--- config.mk ---
export PLATFORM = sky130hd
export DESIGN_NAME = keyed_dac_modulator
export DESIGN_NICKNAME = d
export VERILOG_FILES = /design/src/rtl/keyed_dac_modulator.sv
export SDC_FILE = /design/constraint.sdc
export NUM_CORES = 1
export LEC_CHECK = 0
export ABC_AREA = 1
export BUFFER_PORTS_ARGS = -buffer_cell sky130_fd_sc_hd__buf_4
export CAP_MARGIN = 20
export CORE_MARGIN = 2
export CORE_UTILIZATION = 25
export DETAILED_ROUTE_END_ITERATION = 8
export SYNTH_ARGS = -nofsm -noshare
export SYNTH_HDL_FRONTEND = slang
export SYNTH_SLANG_ARGS = --single-unit
--- constraint.sdc ---
create_clock -name clk -period 2.5 [get_ports clk]
set_input_delay 0.375 -clock clk [delete_from_list [all_inputs] [get_ports clk]]
set_output_delay 0.375 -clock clk [all_outputs]
set_load 0.05 [all_outputs]
--- src/rtl/keyed_dac_modulator.sv ---
// rtl/keyed_dac_modulator.sv - byte FIFO + symbol serialiser keying a DDS carrier (OOK/BPSK) onto an offset-binary DAC
// Optional feature macro: PREAMBLE_EN (sends an 8'hAA preamble on each IDLE -> busy transition)
module keyed_dac_modulator #(
  parameter int DW        = 8,
  parameter int CW        = 8,
  parameter int DEPTH     = 16,
  parameter int DIV_W     = 16,
  parameter bit MSB_FIRST = 1'b1
) (
  input  logic                      clk,
  input  logic                      reset,
  input  logic [7:0]                wr_data,
  input  logic                      wr_valid,
  output logic                      wr_ready,
  input  logic signed [CW-1:0]      carrier,
  input  logic                      mode,
  input  logic [DIV_W-1:0]          sym_div,
  output logic [DW-1:0]             dac_data,
  output logic                      busy,
  output logic                      bit_stb,
  output logic [$clog2(DEPTH):0]    level
);

  localparam int AW = $clog2(DEPTH);
  localparam int LW = AW + 1;
  localparam int SH = DW - CW;
  localparam logic [DW-1:0]        MID  = {1'b1, {(DW-1){1'b0}}};
  localparam logic signed [CW-1:0] CMIN = {1'b1, {(CW-1){1'b0}}};
  localparam logic signed [CW-1:0] CMAX = ~CMIN;

  typedef enum logic [1:0] {
    IDLE  = 2'd0,
    LOAD  = 2'd1,
    SHIFT = 2'd2
`ifdef PREAMBLE_EN
    , PRE = 2'd3
`endif
  } state_t;

  state_t           state_q, state_d;
  logic [7:0]       mem_q [DEPTH];
  logic [AW-1:0]    wr_ptr_q, rd_ptr_q;
  logic [LW-1:0]    level_q;
  logic             ready_q;
  logic [7:0]       shreg_q;
  logic             mode_q;
  logic [DIV_W-1:0] div_q, sym_q;
  logic [2:0]       bit_q;
  logic [DW-1:0]    dac_q, dac_d;

  logic             pop, push, full, sending, sym_wrap, byte_done, cur_bit;
  logic signed [CW-1:0] neg_c, key_c;
  logic [DW-1:0]    s_w;

  assign pop      = (state_q == LOAD);
  assign full     = (level_q == LW'(DEPTH));
  // A pop in the same clock frees a slot, so a full FIFO still takes a write during LOAD.
  assign wr_ready = ready_q & (~full | pop);
  assign push     = wr_valid & wr_ready;
`ifdef PREAMBLE_EN
  assign sending  = (state_q == SHIFT) || (state_q == PRE);
`else
  assign sending  = (state_q == SHIFT);
`endif
  assign sym_wrap  = (sym_q == div_q);
  assign byte_done = sending & sym_wrap & (bit_q == 3'd7);
  assign cur_bit   = MSB_FIRST ? shreg_q[3'd7 - bit_q] : shreg_q[bit_q];

  assign busy     = (state_q != IDLE);
  assign bit_stb  = sending & (sym_q == '0);
  assign level    = level_q;
  assign dac_data = dac_q;

  always_ff @(posedge clk or posedge reset) begin
    if (reset) state_q <= IDLE;
    else       state_q <= state_d;
  end

  always_comb begin
    state_d = state_q;
    case (state_q)
      IDLE: begin
        if (level_q != '0) begin
`ifdef PREAMBLE_EN
          state_d = PRE;
`else
          state_d = LOAD;
`endif
        end
      end
      LOAD:  state_d = SHIFT;
      SHIFT: if (byte_done) state_d = (level_q != '0) ? LOAD : IDLE;
`ifdef PREAMBLE_EN
      PRE:   if (byte_done) state_d = LOAD;
`endif
      default: state_d = IDLE;
    endcase
  end

  always_ff @(posedge clk) begin
    if (push) mem_q[wr_ptr_q] <= wr_data;
  end

  always_ff @(posedge clk or posedge reset) begin
    if (reset) begin
      wr_ptr_q <= '0;
      rd_ptr_q <= '0;
      level_q  <= '0;
      ready_q  <= 1'b0;
    end else begin
      ready_q <= 1'b1;
      if (push) wr_ptr_q <= wr_ptr_q + AW'(1);
      if (pop)  rd_ptr_q <= rd_ptr_q + AW'(1);
      if (push && !pop)      level_q <= level_q + LW'(1);
      else if (pop && !push) level_q <= level_q - LW'(1);
    end
  end

  always_ff @(posedge clk or posedge reset) begin
    if (reset) begin
      shreg_q <= '0;
      mode_q  <= 1'b0;
      div_q   <= '0;
      sym_q   <= '0;
      bit_q   <= '0;
    end else if (state_q == LOAD) begin
      shreg_q <= mem_q[rd_ptr_q];
      mode_q  <= mode;
      div_q   <= sym_div;
      sym_q   <= '0;
      bit_q   <= '0;
    end
`ifdef PREAMBLE_EN
    else if (state_q == IDLE && level_q != '0) begin
      shreg_q <= 8'hAA;
      mode_q  <= mode;
      div_q   <= sym_div;
      sym_q   <= '0;
      bit_q   <= '0;
    end
`endif
    else if (sending) begin
      if (sym_wrap) begin
        sym_q <= '0;
        bit_q <= bit_q + 3'd1;
      end else begin
        sym_q <= sym_q + DIV_W'(1);
      end
    end
  end

  // Negating the most negative carrier would overflow, so it clips to full-scale positive.
  always_comb begin
    neg_c = (carrier == CMIN) ? CMAX : -carrier;
    key_c = '0;
    if (cur_bit)     key_c = carrier;
    else if (mode_q) key_c = neg_c;
    s_w   = DW'(key_c) << SH;
    dac_d = sending ? {~s_w[DW-1], s_w[DW-2:0]} : MID;
  end

  always_ff @(posedge clk or posedge reset) begin
    if (reset) dac_q <= MID;
    else       dac_q <= dac_d;
  end

endmodule
# [After elaboration in Yosys (flattened, before gate mapping)]
# Memory sizes are Yosys's and may differ from the RTL's. A register that Yosys moved wholly into a read port is not among the register bits.
# Index checks and enable logic that the tools add are counted.
[totals] mem_count=1 wordCells=69 register_bits=60 inputBits=36 ramBits=128
[mem_list] name="mem_q" words=16 word_bits=8 read_ports=1 rd_clocked_by_memory_dff=1 write_ports=1 line="41" rtl="logic [7:0] mem_q [DEPTH];"
[op_classes] muxes=20 eq_ne=8 n_reduce_logical=13 addsub=8 n_bitwise=8 order_cmp=1
[ops] operator="two-way mux 16 bit" n=3
[ops] operator="two-way mux 8 bit" n=4
[ops] operator="adder 16 x 1 -> 16 bit (second input constant)" n=1
[ops] operator="equality test 16 bit" n=1
[ops] operator="zero test 16 bit" n=1
[ops] operator="two-way mux 5 bit" n=2
[ops] operator="two-way mux 3 bit" n=3
[ops] operator="adder 4 x 1 -> 4 bit (second input constant)" n=2
[ops] operator="equality test 8 bit (second input constant)" n=1
[ops] operator="negation 8 bit" n=1
[ops] operator="nonzero test 2 bit" n=4
[ops] operator="one-hot mux 2 bit (3 select lines)" n=1
[ops] operator="adder 5 x 1 -> 5 bit (second input constant)" n=1
[ops] operator="AND 1 bit" n=5
[ops] operator="equality test 5 bit (second input constant)" n=1
[ops] operator="nonzero test 5 bit" n=1
[ops] operator="subtractor 5 x 1 -> 5 bit (second input constant)" n=1
[ops] operator="less-than comparator 3 x 4 -> 1 bit (second input constant)" n=1
[ops] operator="two-way mux 1 bit" n=4
[ops] operator="two-way mux 2 bit" n=2
[ops] operator="AND reduction 2 bit" n=2
[ops] operator="adder 3 x 1 -> 3 bit (second input constant)" n=1
[ops] operator="binary-select mux 1 bit (select 3 bit)" n=1
[ops] operator="equality test 3 bit (second input constant)" n=1
[ops] operator="other kinds (10)" n=13

# [Logic depth before layout (Yosys ltp)]
[logic_depth] depth_word=9 ltp_mapped=18 mapped_depth_nobuf=17

# [Least setup slack after synthesis]
# Ideal clock, no wire load.
[synth_timing] kind="flip-flop to flip-flop" start="register level_q[0], in the netlist level[0]" end="register level_q[4], in the netlist level[4]" setup_time_ns=0.123 path_stages_with_launch=17 path_buffers=0 t_arrival_ns=2.879 period_less_slack_ns=3.002 path_slack_ns=-0.502 t_required_ns=2.377 cell_sequence="dfrtp_1 nor2_1 nand3_1 inv_1 nand3_1 nand2_1 inv_1 nand2_1 inv_2 ha_1 inv_1 fa_1 a21oi_1 nor2_1 o21ai_0 nand3_1 xor2_1"
[synth_between] elab_chain_len=8 elab_cells_between_ends=13
[synth_lines] item="start: declaration" line="43" rtl="logic [LW-1:0] level_q;"
[synth_lines] item="start signal: assignment" line="114" rtl="if (push && !pop) level_q <= level_q + LW'(1);"
[synth_lines] item="start signal: assignment" line="115" rtl="else if (pop && !push) level_q <= level_q - LW'(1);"
[synth_lines] item="equality test 5 bit (*)" line="56" rtl="assign full = (level_q == LW'(DEPTH));"
[synth_lines] item="NOT 1 bit (*)" line="58" rtl="assign wr_ready = ready_q & (~full | pop);"
[synth_lines] item="bitwise OR 1 bit (*)" line="58"
[synth_lines] item="AND 1 bit (*)" line="58"
[synth_lines] item="via wr_ready" line="14" rtl="output logic wr_ready,"
[synth_lines] item="AND 1 bit (*)" line="59" rtl="assign push = wr_valid & wr_ready;"
[synth_lines] item="via push" line="51" rtl="logic pop, push, full, sending, sym_wrap, byte_done, cur_bit;"
[synth_lines] item="zero test 1 bit" line="115"
[synth_lines] item="logical AND 1 bit" line="115"
[synth_lines] item="nonzero test 2 bit (no source line)"
# Mark *: on every way through the listed nets, which the timed path passes. The rest lies on a longest branch. The select of a mux whose other input is x is not followed.
# A chain may end at the register's enable or synchronous reset.

# [Worst setup path after layout]
[layout_timing] start="register state_q[0]" end="output port bit_stb"
[layout_between] elab_chain_len=2
[layout_lines] item="start: declaration" line="40" rtl="state_t state_q, state_d;"
[layout_lines] item="start signal: assignment" line="76" rtl="else state_q <= state_d;"
[layout_lines] item="equality test 2 bit" line="63" rtl="assign sending = (state_q == SHIFT);"
[layout_lines] item="AND 1 bit" line="70" rtl="assign bit_stb = sending & (sym_q == '0);"
[layout_lines] item="end: declaration" line="20" rtl="output logic bit_stb,"
# No other way between the ends.

==> impl_metrics.csv <==
group,metric,value,unit
critical_path,critical-path-slowest-cell,"dfrtp_1",
drt,post_drt_wl_per_cell,14.1,um
critical_path,path_buf_inv,3,
logic_synthesis,syn_avg_cell_area,9.81,um2
critical_path,arrival,1.98,ns
job,drv_cap,0,
critical_path,cpPeakStageDelay,0.38,ns
global_route,grt_max_degree,69,
timing,rsz0062_at_grt,"no",
run_status,outcome,"completed",
cts,clk_pin_slew_worst_paths,0.08,ns
drt,drt-initial-drc-count,499,
floorplanning,start_util,25.2,%
timing,fin_ws,0.146,ns
logic_synthesis,postSynthCellCount,909,
timing,timing.final.crit_share,94.2,%
timing,slew-limit-headroom,46.5,%
floorplanning,ioPinCount,52,
place,place_congestion,0.806,
floorplanning,die_y,193,um
critical_path,critPathRequiredTime,2.12,ns
critical_path,path_cells,"buf_4 > inv_1 > ha_4 > nand4_1 > nor4_2 > buf_4",
logic_synthesis,synth-seq-cells,196,
layout,area_growth,19.6,%
critical_path,cp_max_fo,6,
logic_synthesis,ys.flop_type,"edfxtp_1",
drt,drtPass1Iterations,5,
drt,wl,20400,um
timing,setup_viol_count_final,0,
logic_synthesis,seq_area_frac_synth,62.2,%
layout,fin_nets,1028,
timing,finalHoldViolCount,0,
cts,clock_sink_count,196,
cts,clock_latency,0.44,ns
drt,num_vias,6348,
logic_synthesis,async_flop_share,34.7,%
critical_path,cp-start-kind,"flop",
drt,drc_errors,0,
global_route,grt_overflow,0,
floorplanning,die_x,193,um
timing,hold_slack,0.00646,ns
logic_synthesis,ys_types,34,
global_route,grt_pass1_wl,32300,um
layout,antennaDiodeCount,0,
global_route,grtUsageTotal,11.3,%
floorplanning,rows,69,
drt,ant_nets,0,
global_route,grt_antenna_before_repair,0,
cts,clock_tree.buffer_depth,2,
place,io_buffers,51,
layout,fin_cells,1446,
logic_synthesis,yosysWarnings,0,
floorplanning,die-area,37200,um2
place,post-place-ws,0.100,ns
critical_path,worst_setup_path_end_kind,"output port",
global_route,first_global_vias,6052,
timing,finalCriticalPeriod,2.35,ns
timing,fin_skew,0.0128,ns
place,dpl.hpwl,13000,um
critical_path,path_common_cell,"buf_4",
timing,fmax,425,MHz
timing,tightest_slew,0.802,ns
critical_path,critPathTopFamily,"buffers and inverters",
power,vdd_drop_max,462,uV
drt,post_drt_via_cell_ratio,4.39,
place,post-place-cells,1413,
timing,drv_slew,0,
hold_path,min-delay-path-class,"in -> async",
power,p_leak,4.41,nW
power,power.density,747,nW/um2
logic_synthesis,synth_nets,965,
cts,cts-root-buf,"clkbuf_16",
logic_synthesis,syn_area,8910,um2
logic_synthesis,synth_edf_count,128,
floorplanning,placeableCoreArea,35300,um2
cts,htreeDepth,4,
cts,tritoncts,"done",
critical_path,crit_type,"reg -> out",
cts,numCtsBuffers,17,
layout,drive_above_1_share,15.4,%
layout,final_util,30.2,%
final timing paths:
| check | startpoint | to | slack (ns) | cells after the start |
|---|---|---|---|---|
| max in group asynchronous | reset | rd_ptr_q[0] | 2.15 | 3 |
| hold reg to reg | shreg_q[7] | shreg_q[7] | 0.49 | 2 |
| min in group clk | sym_div[8] | div_q[8] | 0.15 | 3 |
| setup / recovery | state_q[0] | bit_stb | 0.15 | 6 |
| setup reg to reg | state_q[1] | level[4] | 0.15 | 16 |
| hold / removal | reset | level[1] | 0.006 | 3 |
synthesized netlist by cell type (9+ instances only):
cell	instances	area (um2)
clkbuf_1	17	63.8
dfrtp_1	67	1680
inv_1	65	244
nand2_1	277	1040
edfxtp_1	128	3840
nand4_1	9	56.3
o21ai_0	39	195
nand3_1	86	430
buf_2	18	90.1
nor2_2	11	68.8
nor2_1	62	233
ha_1	19	238
xor2_1	18	158
a21oi_1	47	235
cells by family after synthesis:
family	after synthesis	synth area share [%]
and+or+nand+nor	459	21.5
DFF	196	62.2
buffers and inverters	109	5.05
AOI/OAI and AO/OA	104	6.32
xor gates and xnor gates	20	1.97
adders and majority gates	20	2.89
other	1	0.0421
flip-flops by register name, summed over array words and instances, names as in the netlist, 3 cells and up:
register  cells
div_q        16
bit_q         3
rd_ptr_q      4
dac_data      8
sym_q        16
mem_q       128
shreg_q       8
level         5
wr_ptr_q      4
routing by layer:
layer | track usage, % | vias up | part of all wire (%)
li1 | - | 3150 | -
met1 | 15.7 | 3038 | 48
met2 | 17.7 | 145 | 45
met3 | 2.45 | 15 | 5.2
met4 | 2.58 | 0 | 0.87
met5 | 0 | - | 0
repair_timing:
item,4_1_cts,5_1_grt
hold buffers,0,0
resized for setup,1,2
setup endpoints to repair,1,2
buffers inserted,0,1
pin swaps,0,0
worst min-delay path: stages:
cell,delay [ns]
buf_4,0.11
inv_2,0.05
buf_12,0.32
stage by stage:
step           TNS [ns]  area, um2  power [mW]
6_report              0      10700        7.96
2_1_floorplan    -0.150       8980        4.66
5_1_grt               0      10700        8.31
4_1_cts               0      10600        8.01
3_3_place_gp          0      10000        5.05
3_5_place_dp          0      10000        5.07
cell type report:
type,instances,area [um2]
sequential,196,5550
timing repair buffer,80,638
inverter,73,288
tap,461,577
multi-input combinational,604,2980
clock inverter,14,198
fill,3604,24700
clock buffer,18,429
power breakdown:
group	switching, mW	leakage, nW	internal (mW)	total, mW
clock network	1.26	0.310	1.70	2.95
logic	0.767	2.13	0.428	1.20
registers	0.128	1.97	3.68	3.81
layout by cell type, fill, tap and decap left out, types with 5 or more instances in the layout:
cell,instances
nand2_1,276
dfrtp_2,5
nor3_1,7
xor2_1,18
buf_4,77
o21ai_0,39
nor2_1,62
o31ai_1,7
a21oi_1,46
nand3_1,86
ha_1,15
nand4_1,9
inv_1,60
dfrtp_1,62
nor2_2,11
clkbuf_16,17
edfxtp_1,128
inv_2,8
(Power assumes the default switching activity.)
